File: src/rtl/branch_resolve_ctrl.sv
// Execute-stage branch sequencer: holds committed NZCV flags, resolves jumps,
// issues a fetch redirect over valid/ready, then flushes IF/ID for a fixed window.
module branch_resolve_ctrl #(
  parameter int unsigned ADDR_W       = 32,
  parameter int unsigned FLUSH_STAGES = 2,
  parameter int unsigned CNT_W        = 16
) (
  input  logic              clk,
  input  logic              rst,
  input  logic              ex_valid,
  input  logic              ex_set_flags,
  input  logic [3:0]        ex_alu_flags,
  input  logic              ex_jump,
  input  logic              ex_jump_cond,
  input  logic [2:0]        ex_jump_cond_type,
  input  logic [ADDR_W-1:0] ex_target,
  output logic              redirect_valid,
  output logic [ADDR_W-1:0] redirect_pc,
  input  logic              redirect_ready,
  output logic              flush_if_id,
  output logic              flush_id_ex,
  output logic              stall,
  output logic [3:0]        flags_q,
  output logic [CNT_W-1:0]  branch_cnt,
  output logic [CNT_W-1:0]  taken_cnt
);

  localparam int unsigned FC_W = 4;

  typedef enum logic [1:0] {IDLE, REDIRECT, FLUSH} state_t;

  state_t          state_q, state_d;
  logic [FC_W-1:0] fcnt_q, fcnt_d;
  logic            ge, gt, cond_true, taken, is_branch, idle;

  // Conditions use only the committed flags {N,Z,C,V}
  assign ge = (flags_q[3] == flags_q[0]);
  assign gt = ~flags_q[2] & ge;

  always_comb begin
    cond_true = 1'b0;
    case (ex_jump_cond_type)
      3'd0:    cond_true = flags_q[2];
      3'd1:    cond_true = ~flags_q[2];
      3'd2:    cond_true = gt;
      3'd3:    cond_true = ~ge;
      3'd4:    cond_true = ge;
      3'd5:    cond_true = ~gt;
      default: cond_true = 1'b0;
    endcase
  end

  assign idle      = (state_q == IDLE);
  assign is_branch = ex_valid & (ex_jump | ex_jump_cond);
  assign taken     = ex_valid & (ex_jump | (ex_jump_cond & cond_true));

  // State register
  always_ff @(posedge clk or posedge rst) begin
    if (rst) begin
      state_q <= IDLE;
      fcnt_q  <= '0;
    end else begin
      state_q <= state_d;
      fcnt_q  <= fcnt_d;
    end
  end

  // Next state and control outputs
  always_comb begin
    state_d        = state_q;
    fcnt_d         = fcnt_q;
    redirect_valid = 1'b0;
    stall          = 1'b0;
    flush_if_id    = 1'b0;
    flush_id_ex    = 1'b0;
    case (state_q)
      IDLE: begin
        if (taken) begin
          flush_if_id = 1'b1;
          flush_id_ex = 1'b1;
          state_d     = REDIRECT;
        end
      end
      REDIRECT: begin
        redirect_valid = 1'b1;
        stall          = 1'b1;
        if (redirect_ready) begin
          fcnt_d  = FC_W'(FLUSH_STAGES - 1);
          state_d = FLUSH;
        end
      end
      FLUSH: begin
        flush_if_id = 1'b1;
        if (fcnt_q == '0) state_d = IDLE;
        else              fcnt_d  = fcnt_q - FC_W'(1);
      end
      default: state_d = IDLE;
    endcase
  end

  // Flags, redirect target and saturating counters only move in IDLE
  always_ff @(posedge clk or posedge rst) begin
    if (rst) begin
      flags_q     <= '0;
      redirect_pc <= '0;
      branch_cnt  <= '0;
      taken_cnt   <= '0;
    end else if (idle) begin
      if (ex_valid && ex_set_flags) flags_q <= ex_alu_flags;
      if (taken) redirect_pc <= ex_target;
      if (is_branch && (branch_cnt != '1)) branch_cnt <= branch_cnt + CNT_W'(1);
      if (taken && (taken_cnt != '1)) taken_cnt <= taken_cnt + CNT_W'(1);
    end
  end

endmodule

File: config.mk
export PLATFORM = sky130hd
export DESIGN_NAME = branch_resolve_ctrl
export DESIGN_NICKNAME = d
export VERILOG_FILES = /design/src/rtl/branch_resolve_ctrl.sv
export SDC_FILE = /design/constraint.sdc
export NUM_CORES = 1
export LEC_CHECK = 0
export ABC_AREA = 1
export CORE_MARGIN = 4
export CORE_UTILIZATION = 30
export DETAILED_ROUTE_END_ITERATION = 8
export PLACE_DENSITY = 0.57
export SYNTH_ARGS = -nofsm -noshare
export SYNTH_HDL_FRONTEND = slang
export SYNTH_SLANG_ARGS = --single-unit
File: constraint.sdc
create_clock -name clk -period 6.7 [get_ports clk]
set_input_delay 0.67 -clock clk [delete_from_list [all_inputs] [get_ports clk]]
set_output_delay 0.67 -clock clk [all_outputs]
set_load 0.05 [all_outputs]
==> flow_summary.json, run 1 <==
{
  "path_delay_family": "buffers and inverters",
  "core-area_um2": 12200,
  "antennaDiodeCount": 0,
  "yosysTopAreaCellShare_pct": 49.2,
  "synth_edf_count": 0,
  "grt_pass1_vias": 3477,
  "power_frac_seq_pct": 29.0,
  "clk_latency_ps": 330,
  "cp_max_fo": 35,
  "drt_wl_total_mm": 10.3,
  "vias": 3464,
  "p_sw_mw": 1.18,
  "synth_compound_area_share_pct": 3.36,
  "synth_top_family_by_area": "simple AND/OR/NAND/NOR gates",
  "fin_skew_ps": 6.68,
  "path_cells": "clkdlybuf4s50_1 -> nor2_1 -> nor2_1 -> nand3_1 -> nand3_1 -> nand2_4 -> nand2_4 -> inv_2 -> clkdlybuf4s50_1",
  "period_share_pct": 62.0,
  "cpMaxStageDelayCell": "clkdlybuf4s50_1",
  "final_antenna_net_count": 0,
  "drt_iter0_drc": 188,
  "muxShareOfSynthArea_pct": 0.299,
  "io_buffer_count": 117,
  "cts_tree": "done",
  "path_buf_inv": 3,
  "report.final.slew_viol_count": 0,
  "drive_gt1_share_pct": 5.68,
  "rsz0062_at_grt": "no",
  "ctsHoldBuffers": 0,
  "ioPinCount": 118,
  "power_frac_comb_pct": 50.4,
  "area_growth_pct": 43.0,
  "p_per_area_nw_per_um2": 466,
  "synth-xor-area-share_pct": 4.19,
  "worstRegToRegCells": 11,
  "gp_congestion": 0.836,
  "startpoint": "ex_jump_cond_type[1]",
  "final-setup-viol-count": 0,
  "yosys.cell_types.count": 32,
  "syn_inst": 480,
  "wire_per_inst_um": 13.4,
  "cp-start-kind": "input port",
  "firstDrtPassIters": 4,
  "ys_warn_count": 0,
  "grt_usage_pct": 14.7,
  "hold_viol": 0,
  "fillers": 1204,
  "htreeDepth": 3,
  "synth_fp_nets": 530,
  "p_int_mw": 1.33,
  "place_ws_ps": 2500,
  "antenna_found_initial": 0,
  "arrival_ps": 3480,
  "power.share.clock_pct": 20.6,
  "crit_cells": 9,
  "cts_resized": 0,
  "min_path_type": "reg2reg",
  "yosys.area_share.adder_pct": 1.33,
  "worst_pin_slew_ps": 958,
  "maxSlewHeadroom_pct": 36.1,
  "r2r_slack_ps": 4520,
  "drc": 0,
  "min_period_ps": 4150,
  "std_cell_rows": 40,
  "setup_tns_ps": 0,
  "reg2reg_from": "flags_q[3]",
  "post_cts_buffers": 0,
  "synth-simple-area-share_pct": 35.8,
  "hpwl_mm": 7.53,
  "path_clk_slew_ps": 50,
  "syn_area_um2": 3760,
  "clockBufferDepth": 2,
  "viasPerCell": 4.52,
  "fmax_mhz": 241,
  "overflow": 0,
  "maxCapViolCount": 0,
  "outcome": "finished clean",
  "synth_seq_cells": 74,
  "seq_area_frac_synth_pct": 49.2,
  "synth.largest_area_cell": "dfrtp_1",
  "cts_sinks": 74,
  "avgSynthCellArea_um2": 7.84,
  "cp_slowest_stage_delay_ps": 900,
  "nets": 645,
  "cp-end-kind": "output port",
  "grt_pass1_wl_mm": 17.1,
  "utilization_pct": 44.2,
  "die_y_um": 120,
  "fin_ws_ps": 2550,
  "ir_drop_v": 0.000372,
  "die_area_um2": 14400,
  "synth_area_leaders": "dfrtp_1, nand2_1, nand4_1",
  "cp-endpoint": "flush_id_ex",
  "critPathKind": "in2out",
  "p_leak_nw": 2.52,
  "switching_share_pct": 46.9,
  "synth-main-ff-cell": "dfrtp_1",
  "multi_input_area_um2": 1690,
  "grt_max_degree": 75,
  "final_common_cell": "nand2_1",
  "cts_buffers": 9,
  "die_w_um": 120,
  "r2r-end": "redirect_pc[9]",
  "start_util_pct": 30.9,
  "root_buffer": "clkbuf_16",
  "cp.required_ps": 6030,
  "final_cell_mix": "nand2_1, clkdlybuf4s50_1, dfrtp_1",
  "seqCellArea_um2": 1850,
  "ys_async_sr_fraction_pct": 100
}
Yosys cell counts, drive strengths merged (3+ instances only):
cell and count:
nor3 8, nand3b 3, ha 4, nor2 36, xor2 13, nand3 19
xnor2 5, a21oi 3, nand4 24, nand2 220, inv 35, dfrtp 74
o21ai 15, buf 13
kinds of logic after synthesis:
family,after synthesis
compound gates,23
flops,74
simple gates,311
buf+inv,49
xor+xnor,18
fa+ha+maj,4
mux,1
how the worst min path moves through the flow:
stage / start / endpoint / slack, ps / cells past startpoint
floorplan: state_q[1] / state_q[0] / 500 / 1
global placement: redirect_pc[9] / redirect_pc[9] / 460 / 2
detailed placement: redirect_pc[15] / redirect_pc[15] / 470 / 2
CTS: redirect_pc[1] / redirect_pc[1] / 480 / 2
global route: redirect_pc[15] / redirect_pc[15] / 490 / 2
finish: redirect_pc[1] / redirect_pc[1] / 470 / 2
worst min-delay path: stages (launching register included):
cell and delay, ps:
dfrtp_1 340, nand2_1 50, nand2_1 50
per-layer routing:
layer / global-route usage, % / share of wire, % / vias to the layer above
met1: 17.9 / 43 / 1613
li1: - / - / 1760
met3: 4.90 / 5.9 / 7
met4: 4.15 / 0.85 / 0
met2: 24.7 / 50 / 84
met5: 0 / 0 / -
power groups by stage:
stage	Combinational (mW)	Sequential [mW]	Clock [mW]
floorplan	0.378	1.20	0
global placement	1.26	0.731	0
detailed placement	1.28	0.733	0
CTS	1.28	0.729	0.534
global route	1.35	0.749	0.553
finish	1.26	0.727	0.518
state kept, by name, indices dropped and copies added (netlist names):
signal / count
redirect_pc: 32
branch_cnt: 16
taken_cnt: 16
fcnt_q: 4
flags_q: 4
state_q: 2
through the flow:
step | instances | power [mW] | hold slack [ps] | instance area (µm²)
final | 767 | 2.51 | 473 | 5380
after global routing | 767 | 2.65 | 493 | 5380
after CTS | 767 | 2.54 | 480 | 5380
after detailed placement | 752 | 2.01 | 466 | 5060
after global placement | 752 | 2.00 | 464 | 5060
after floorplan | 480 | 1.58 | 495 | 3760
area by class of cell:
class,count,area share [%]
Sequential cell,74,34.4
Multi-Input combinational cell,357,31.4
Timing Repair Buffer,118,21.9
Clock buffer,10,4.44
Tap cell,168,3.91
Inverter,35,2.44
Clock inverter,5,1.47
Power figures use the tool's default switching activity.
==> run 2, diff against run 1 <==
- clock period: 6.7 -> 4.3 ns (I/O delays scaled with it)
==> run 2 against run 1 <==
Register-to-register slack got worse by 2300 ps; clock skew is 0.59 ps lower; sequential share of layout area hardly changed; die area unchanged; critical path depth is the same; global-route usage grew 0.094 points; sequential cell count unchanged; combinational power increased by 56%; total power increased by 54%; wire length fell by 1.1%; first-iteration DRC count up 5.9%; via count rose by 0.89%; critical path type unchanged.
==> flow_summary.json, run 2 (synthesis gave the netlist of run 1 again) <==
{
  "outcome": "finished clean",
  "cts_sinks": 74,
  "whs_ps": 474,
  "fillers": 1223,
  "nets": 646,
  "final_antenna_net_count": 0,
  "drt_wl_total_mm": 10.2,
  "clockBufferDepth": 2,
  "grt_pass1_vias": 3465,
  "path_delay_family": "buffers and inverters",
  "arrival_ps": 2830,
  "area_growth_pct": 42.9,
  "p_per_area_nw_per_um2": 718,
  "drive_gt1_share_pct": 5.82,
  "cpMaxStageDelayCell": "clkdlybuf4s50_1",
  "wl_met2_mm": 5.02,
  "fmax_mhz": 307,
  "path_clk_slew_ps": 50,
  "final_cell_mix": "nand2_1, clkdlybuf4s50_1, dfrtp_1",
  "core-area_um2": 12200,
  "cp.required_ps": 3870,
  "worstRegToRegCells": 12,
  "dr_wl_met3_um": 542,
  "fin_ws_ps": 1040,
  "largest_reg_flops": 32,
  "place_ws_ps": 1050,
  "root_buffer": "clkbuf_16",
  "cp-start-kind": "input port",
  "hold_viol": 0,
  "crit_cells": 9,
  "overflow": 0,
  "cp_slowest_stage_delay_ps": 810,
  "place_inst": 753,
  "grt_pass1_wl_mm": 17.2,
  "cts_resized": 0,
  "die_area_um2": 14400,
  "report.final.slew_viol_count": 0,
  "die_w_um": 120,
  "setup_tns_ps": 0,
  "drt_iter0_drc": 199,
  "std_cell_rows": 40,
  "final_common_cell": "nand2_1",
  "grt_max_degree": 44,
  "wire_per_inst_um": 13.2,
  "utilization_pct": 44.2,
  "worst_pin_slew_ps": 894,
  "finalNonFillerCells": 769,
  "cp-end-kind": "output port",
  "final-setup-viol-count": 0,
  "maxCapViolCount": 0,
  "rsz0062_at_grt": "no",
  "cts_buffers": 9,
  "min_period_ps": 3260,
  "r2r_slack_ps": 2200,
  "wirelength_met1_mm": 4.45,
  "path_buf_inv": 2,
  "ir_drop_v": 0.000376,
  "antenna_found_initial": 0,
  "largest_registers": "redirect_pc x32, branch_cnt x16, taken_cnt x16",
  "grt_usage_pct": 14.8,
  "path_cells": "clkdlybuf4s50_1 -> nor2_1 -> nor2_1 -> nand3_1 -> nand3_1 -> nand2_4 -> nand2_4 -> nand2_1 -> clkdlybuf4s50_1",
  "post_cts_buffers": 0,
  "cp_max_fo": 35,
  "drc": 0,
  "final_area_um2": 5380,
  "p_leak_nw": 2.51,
  "ctsHoldBuffers": 0,
  "die_y_um": 120,
  "io_buffer_count": 117,
  "critPathKind": "in2out",
  "fin_skew_ps": 6.09,
  "antennaDiodeCount": 0,
  "start_util_pct": 30.9,
  "period_share_pct": 75.8,
  "gp_congestion": 0.844,
  "htreeDepth": 3,
  "clk_latency_ps": 330,
  "vias": 3495,
  "hold_path_depth": 2,
  "regMostFlops": "redirect_pc",
  "firstDrtPassIters": 4,
  "maxSlewHeadroom_pct": 40.3,
  "min_path_type": "reg2reg",
  "dr.max_layer_used": "met4",
  "ioPinCount": 118,
  "total_power_mw": 3.86,
  "viasPerCell": 4.54,
  "cts_tree": "done",
  "hpwl_mm": 7.54,
  "placed_cell_area_um2": 5070
}
[run 2: cell type report]
type	instances	area, µm²	share of cell area (%)
clock buffer	12	256	4.77
clock inverter	4	50.0	0.931
inverter	35	131	2.44
multi-input combinational	357	1690	31.4
sequential	74	1850	34.4
tap	168	210	3.91
timing repair buffer	119	1190	22.1
[run 2: power breakdown]
group          switching, mW  total (mW)  internal, mW  leakage [nW]
registers              0.194        1.13         0.941         0.953
logic                   1.35        1.97         0.619          1.41
clock network          0.281       0.761         0.480         0.145
[run 2: worst paths after layout]
kind	startpoint	end
max	ex_jump_cond_type[1]	flush_if_id
max in group asynchronous	rst	taken_cnt[14]
min reg2reg	redirect_pc[23]	redirect_pc[23]
min in group asynchronous	rst	flags_q[1]
min	redirect_pc[23]	redirect_pc[23]
max reg2reg	flags_q[0]	redirect_pc[2]
[run 2: worst reg2reg max path: stages (launching register included)]
cell and delay (ps):
dfrtp_1 400, inv_1 80, nand2_1 50, nand2_1 110
nand2_1 70, nand2_1 50, nand3_1 110, nand2_4 220
nand2_4 290, inv_2 140, buf_4 310, nand2_1 120
nand2_1 70
[run 2: routing by layer]
layer  vias up  track usage [%]
met5         -                0
met4         0             5.08
met2        85             24.2
met3        15             4.34
li1       1758                -
met1      1637             18.6
==> run 3, diff against run 2 <==
- clock period: 4.3 -> 3.3 ns (I/O delays scaled with it)
==> run 3 against run 2 <==
Critical path depth rose by 1; die area did not move; clock skew fell by 2.1 ps; clock-buffer cell count fell by 1; cell count rose by 0.13%; total power rose by 33%; clock power rose by 45%; core utilization rose by 0.48 points; wire length rose by 0.19%.
==> flow_summary.json, run 3 (synthesis gave the netlist of run 1 again) <==
{
  "area_growth_pct": 44.5,
  "drc": 0,
  "regMostFlops": "redirect_pc",
  "largest_registers": "redirect_pc x32, branch_cnt x16, taken_cnt x16",
  "cp_max_fo": 19,
  "total_power_mw": 5.15,
  "grt_pass1_vias": 3419,
  "fmax_mhz": 425,
  "maxCapViolCount": 0,
  "largest_reg_flops": 32,
  "outcome": "finished clean",
  "grt-busiest-layer": "met2",
  "worst_pin_slew_ps": 793,
  "final_area_um2": 5440,
  "final_antenna_net_count": 0,
  "drive_gt1_share_pct": 6.48,
  "fin_skew_ps": 4.00,
  "firstDrtPassIters": 4,
  "viasPerCell": 4.52,
  "post_cts_buffers": 0,
  "ctsHoldBuffers": 0,
  "min_path_type": "in2async",
  "vias": 3483,
  "cp.required_ps": 2970,
  "start_util_pct": 30.9,
  "rsz0062_at_grt": "no",
  "place_inst": 754,
  "crit_path_frequent_cell": "nand2_1",
  "cts_sinks": 74,
  "clockBufferDepth": 2,
  "critPathKind": "reg2out",
  "whs_ps": 460,
  "cp-end-kind": "output port",
  "use_met3_pct": 3.44,
  "cts_buffers": 9,
  "overflow": 0,
  "final_cell_mix": "nand2_1, clkdlybuf4s50_1, dfrtp_1",
  "utilization_pct": 44.7,
  "nets": 647,
  "final_common_cell": "nand2_1",
  "grt_use_met1_pct": 18.1,
  "finalNonFillerCells": 770,
  "die_w_um": 120,
  "cts_tree": "done",
  "fin_ws_ps": 946,
  "cts_resized": 0,
  "grt_usage_pct": 14.6,
  "setup_tns_ps": 0,
  "final-setup-viol-count": 0,
  "clk_latency_ps": 340,
  "period_share_pct": 71.3,
  "met2_usage_pct": 24.2,
  "grt_max_degree": 40,
  "gp_congestion": 0.871,
  "p_per_area_nw_per_um2": 948,
  "r2r_slack_ps": 1290,
  "drt_wl_total_mm": 10.2,
  "fillers": 1192,
  "cp-start-kind": "register",
  "cp_slowest_stage_delay_ps": 400,
  "die_area_um2": 14400,
  "report.final.slew_viol_count": 0,
  "path_cells": "inv_1 -> nand2_1 -> nand2_1 -> nand2_1 -> nand2_1 -> nand3_1 -> nand2_4 -> nand2_4 -> inv_2 -> buf_12",
  "maxSlewHeadroom_pct": 47.1,
  "path_clk_slew_ps": 60,
  "arrival_ps": 2020,
  "wire_per_inst_um": 13.2,
  "core-area_um2": 12200,
  "hpwl_mm": 7.51,
  "p_leak_nw": 2.54,
  "drt_iter0_drc": 177,
  "cpMaxStageDelayCell": "dfrtp_1",
  "grt_pass1_wl_mm": 16.8,
  "place_ws_ps": 935,
  "io_buffer_count": 117,
  "htreeDepth": 3,
  "hold_viol": 0,
  "root_buffer": "clkbuf_16",
  "antennaDiodeCount": 0,
  "die_y_um": 120,
  "ir_drop_v": 0.000509,
  "placed_cell_area_um2": 5100,
  "ioPinCount": 118,
  "std_cell_rows": 40,
  "min_period_ps": 2350,
  "antenna_found_initial": 0
}
## run 3: cell count changes in the layout (fill, tap and decap cells not counted), sizes merged
cell,change
buf,+3
bufinv,+1
clkbuf,-1
clkdlybuf4s50,-2
clkinvlp,-1
inv,+1
## run 3: path summary, 6_finish.rpt
check                           cells after the start            start              end
worst min register to register                      2  redirect_pc[21]  redirect_pc[21]
worst max register to register                     12       flags_q[0]  redirect_pc[15]
worst min-delay path                                2              rst       flags_q[1]
min in group clk                                    2  redirect_pc[21]  redirect_pc[21]
worst max-delay path                               10       flags_q[0]      flush_id_ex
max in group asynchronous                           3              rst  redirect_pc[29]
## run 3: layer usage
metal | wire length (µm) | share of wire [%] | up-vias
met5 | 0 | 0 | -
met4 | 180 | 1.8 | 0
li1 | - | - | 1762
met1 | 4530 | 44 | 1626
met3 | 495 | 4.9 | 13
met2 | 4970 | 49 | 82
## run 3: worst max-delay path: cells and delay by family, from the launching register on
kind / cells / cell delay, ps
AND/OR/NAND/NOR: 7 / 810
buffers and inverters: 3 / 470
flip-flops: 1 / 400
## run 3: power by group
part           switching [mW]  leakage (nW)  total [mW]  internal, mW
clock network           0.390         0.162        1.10         0.707
registers               0.252         0.953        1.48          1.23
logic                    1.76          1.43        2.58         0.816
## run 3: final cells by class
| class | count | area (µm²) | share of cell area (%) |
|---|---|---|---|
| clock buffers | 11 | 253 | 4.65 |
| inverters | 35 | 131 | 2.42 |
| repair buffers | 120 | 1210 | 22.3 |
| multi-input cells | 357 | 1690 | 31.1 |
| flip-flops and latches | 74 | 1850 | 34.1 |
| clock inverters | 5 | 85.1 | 1.57 |
| well taps | 168 | 210 | 3.87 |
==> edit 1: new RTL, settings of run 3 <==
Encoding of `state_t`: now one-hot (3 bits for 3 states).
--- a/src/rtl/branch_resolve_ctrl.sv
+++ b/src/rtl/branch_resolve_ctrl.sv
@@ -29,3 +29,3 @@
 
-  typedef enum logic [1:0] {IDLE, REDIRECT, FLUSH} state_t;
+  typedef enum logic [2:0] {IDLE = 3'b001, REDIRECT = 3'b010, FLUSH = 3'b100} state_t;
 
Function: same outputs for any inputs over 10 cycles, from zero or initial values and one cycle with rst high; not proved beyond that.
==> edit 1 against run 3 <==
- first-iteration DRC count increased by 6.2%
- combinational power shrank 4%
- sequential cell count rose by 1
- wire length is 2.5% lower
- clock skew rose by 0.0022 ns
- design area is 1.4% higher
- synthesized area up 1.6%
- setup slack got worse by 0.27 ns
- synthesized cell count grew 3.5%
- total power shrank 1.1%
- register-to-register slack worse by 0.23 ns
- via count rose by 0.26%
==> edit 1: results <==
[route]
wl_met1_mm = 4.35
wl_per_cell_microns = 12.6
wl_met2_mm = 4.56
dr_wl_met3_microns = 834
viasPerCell = 4.44

[placed_design]
place_hpwl_mm = 7.22
routabilityCongestion = 0.843
dp.cells = 770

[outcome]
status = "completed"

[yosys]
synth.mux.area_fraction_pct = 0.295
synthAdderAreaFrac_pct = 1.31
postSynthCellCount = 497
synth-xor-area-share_pct = 4.59
synth_area_leaders = "dfrtp_1, nand2_1, nand4_1, inv_1, nor2_1"
syn_nets = 547

[grt]
grt_util_met1_pct = 17.3
grt_pass1_wl_mm = 16.8
grt_pass1_vias = 3537
grt_start_max_net_pins = 41
met2_usage_pct = 22.8
grt_use_total_pct = 14.2
grt.met3_usage_pct = 6.13

[critical_path]
cp_max_fo = 33
cp.arrival_ns = 2.29
rr_endpoint = "branch_cnt[15]"
r2r_cells = 7
r2r_slack_ns = 1.06
cpPeakStageDelay_ns = 0.52
reg2reg_from = "branch_cnt[0]"

[sta]
worst_slew_pin_slew_ns = 0.762
skew_ns = 0.00623

[power]
p_int_mw = 2.79
p_leak_nw = 2.63

[final_layout]
nNetsFinal = 663
==> edit 1: metrics by stage <==
step | utilization, % | cell area, sq um
after global routing | 45.0 | 5510
after floorplan | - | 3820
after detailed placement | 42.2 | 5170
after global placement | 42.2 | 5170
final | 45.0 | 5510
after CTS | 45.0 | 5510
==> edit 1: logic make-up after synthesis <==
group | after synthesis
AOI/OAI and AO/OA | 18
xor gates and xnor gates | 20
adders and majority gates | 4
buffers and inverters | 55
DFF | 75
muxes | 1
and+or+nand+nor | 324
==> edit 1: worst max-delay path by stage <==
stage	from	end	slack (ns)
after floorplan	rst	branch_cnt[0]	1.06
after global placement	ex_jump_cond_type[1]	flush_if_id	0.92
after detailed placement	ex_jump_cond_type[1]	flush_if_id	0.85
after CTS	state_q[0]	flush_id_ex	0.64
after global routing	state_q[0]	flush_id_ex	0.47
final	state_q[0]	flush_id_ex	0.68
==> edit 1: cell type report <==
cell class              instances  area, sq um  share of cell area [%]
inverters                      40          150                    2.72
flip-flops and latches         75         1880                    34.1
repair buffers                120         1230                    22.2
clock buffers                  11          243                    4.40
clock inverters                 5          100                    1.82
multi-input cells             367         1710                    30.9
well taps                     168          210                    3.81
==> edit 1: critical path: cells and delay by family, from the launching register on <==
kind	cells	cell delay, ns
flip-flops	1	0.52
AND/OR/NAND/NOR	3	0.41
buffers and inverters	4	1.00
==> edit 1: power groups by stage <==
stage                     Clock [mW]  Sequential, mW  Combinational [mW]
after floorplan                    0            2.43               0.706
after global placement             0            1.49                2.48
after detailed placement           0            1.49                2.50
after CTS                       1.17            1.49                2.51
after global routing            1.21            1.54                2.66
final                           1.13            1.49                2.48
==> edit 2: new RTL, settings of run 3 <==
Made on the original files. The parameter `ADDR_W` goes from 32 to 24.
--- a/src/rtl/branch_resolve_ctrl.sv
+++ b/src/rtl/branch_resolve_ctrl.sv
@@ -3,3 +3,3 @@
 module branch_resolve_ctrl #(
-  parameter int unsigned ADDR_W       = 32,
+  parameter int unsigned ADDR_W       = 24,
   parameter int unsigned FLUSH_STAGES = 2,
Ports: changed (resized ex_target and redirect_pc); port bits go from 118 to 102. No check against the original RTL was run, so the function may have changed too.
==> edit 2 against run 3 <==
- setup slack worse by 0.13 ns
- sequential cell count down 8
- largest cell class unchanged
- synthesized cell count decreased by 5.0%
- critical path type is now in2out
- total power down 15%
- clock power fell by 6%
- design area is 8.9% lower
- synthesized area down 7.6%
- wire length down 12%
==> edit 2: results <==
[critical_path]
r2r_cells = 8
cp_max_fo = 25
cp.arrival_ns = 2.16
critPathTopFamily = "buffers and inverters"
reg2reg_from = "branch_cnt[0]"
crit_path_top_delay_cell = "clkdlybuf4s50_1"
cpPeakStageDelay_ns = 0.47

[outcome]
status = "completed"

[route]
wirelength_mm = 8.91
viasPerCell = 4.55
drtIter0Drc = 148

[sta]
hold_ws_ns = 0.466
skew_ns = 0.00877
timing.slew.headroom_pct = 46.8

[placed_design]
dpl_cell_area_sq_mm = 0.00463
place_hpwl_mm = 6.54
dp.cells = 691

[grt]
grt_pass1_wl_mm = 15.0
grt_pass1_vias = 3114
grt_use_total_pct = 14.0
grt_start_max_net_pins = 37

[yosys]
synth_area_leaders = "dfrtp_1, nand2_1, inv_1, nand4_1, nor2_1"
avgSynthCellArea_sq_um = 7.62

[power]
p_int_mw = 2.41
p_clk_mw = 1.03
peakVddDrop_v = 0.000451

[final_layout]
top_regs = "redirect_pc: 24 flops, branch_cnt: 16 flops, taken_cnt: 16 flops"
edit 2: area by class of cell:
class	instances	share of cell area, %
clock buffer	11	4.90
clock inverter	5	1.57
sequential	66	33.4
timing repair buffer	104	21.3
inverter	42	3.18
multi-input combinational	336	32.1
tap	143	3.61
edit 2: cells by family (layout without fill, tap and decap cells):
group / Yosys count / count (layout) / share of synthesized area [%]
and+or+nand+nor: 292 / 292 / 36.1
muxes: 1 / 1 / 0.324
AOI/OAI and AO/OA: 19 / 19 / 2.88
adders and majority gates: 4 / 4 / 1.44
xor gates and xnor gates: 20 / 20 / 5.04
buffers and inverters: 54 / 162 / 6.70
DFF: 66 / 66 / 47.5
edit 2: per-layer routing:
layer / vias up / track usage [%] / wire length, microns
met3: 9 / 5.22 / 693
li1: 1634 / - / -
met2: 83 / 22.0 / 4100
met1: 1488 / 17.5 / 3980
met5: - / 0 / 0
met4: 0 / 5.72 / 144
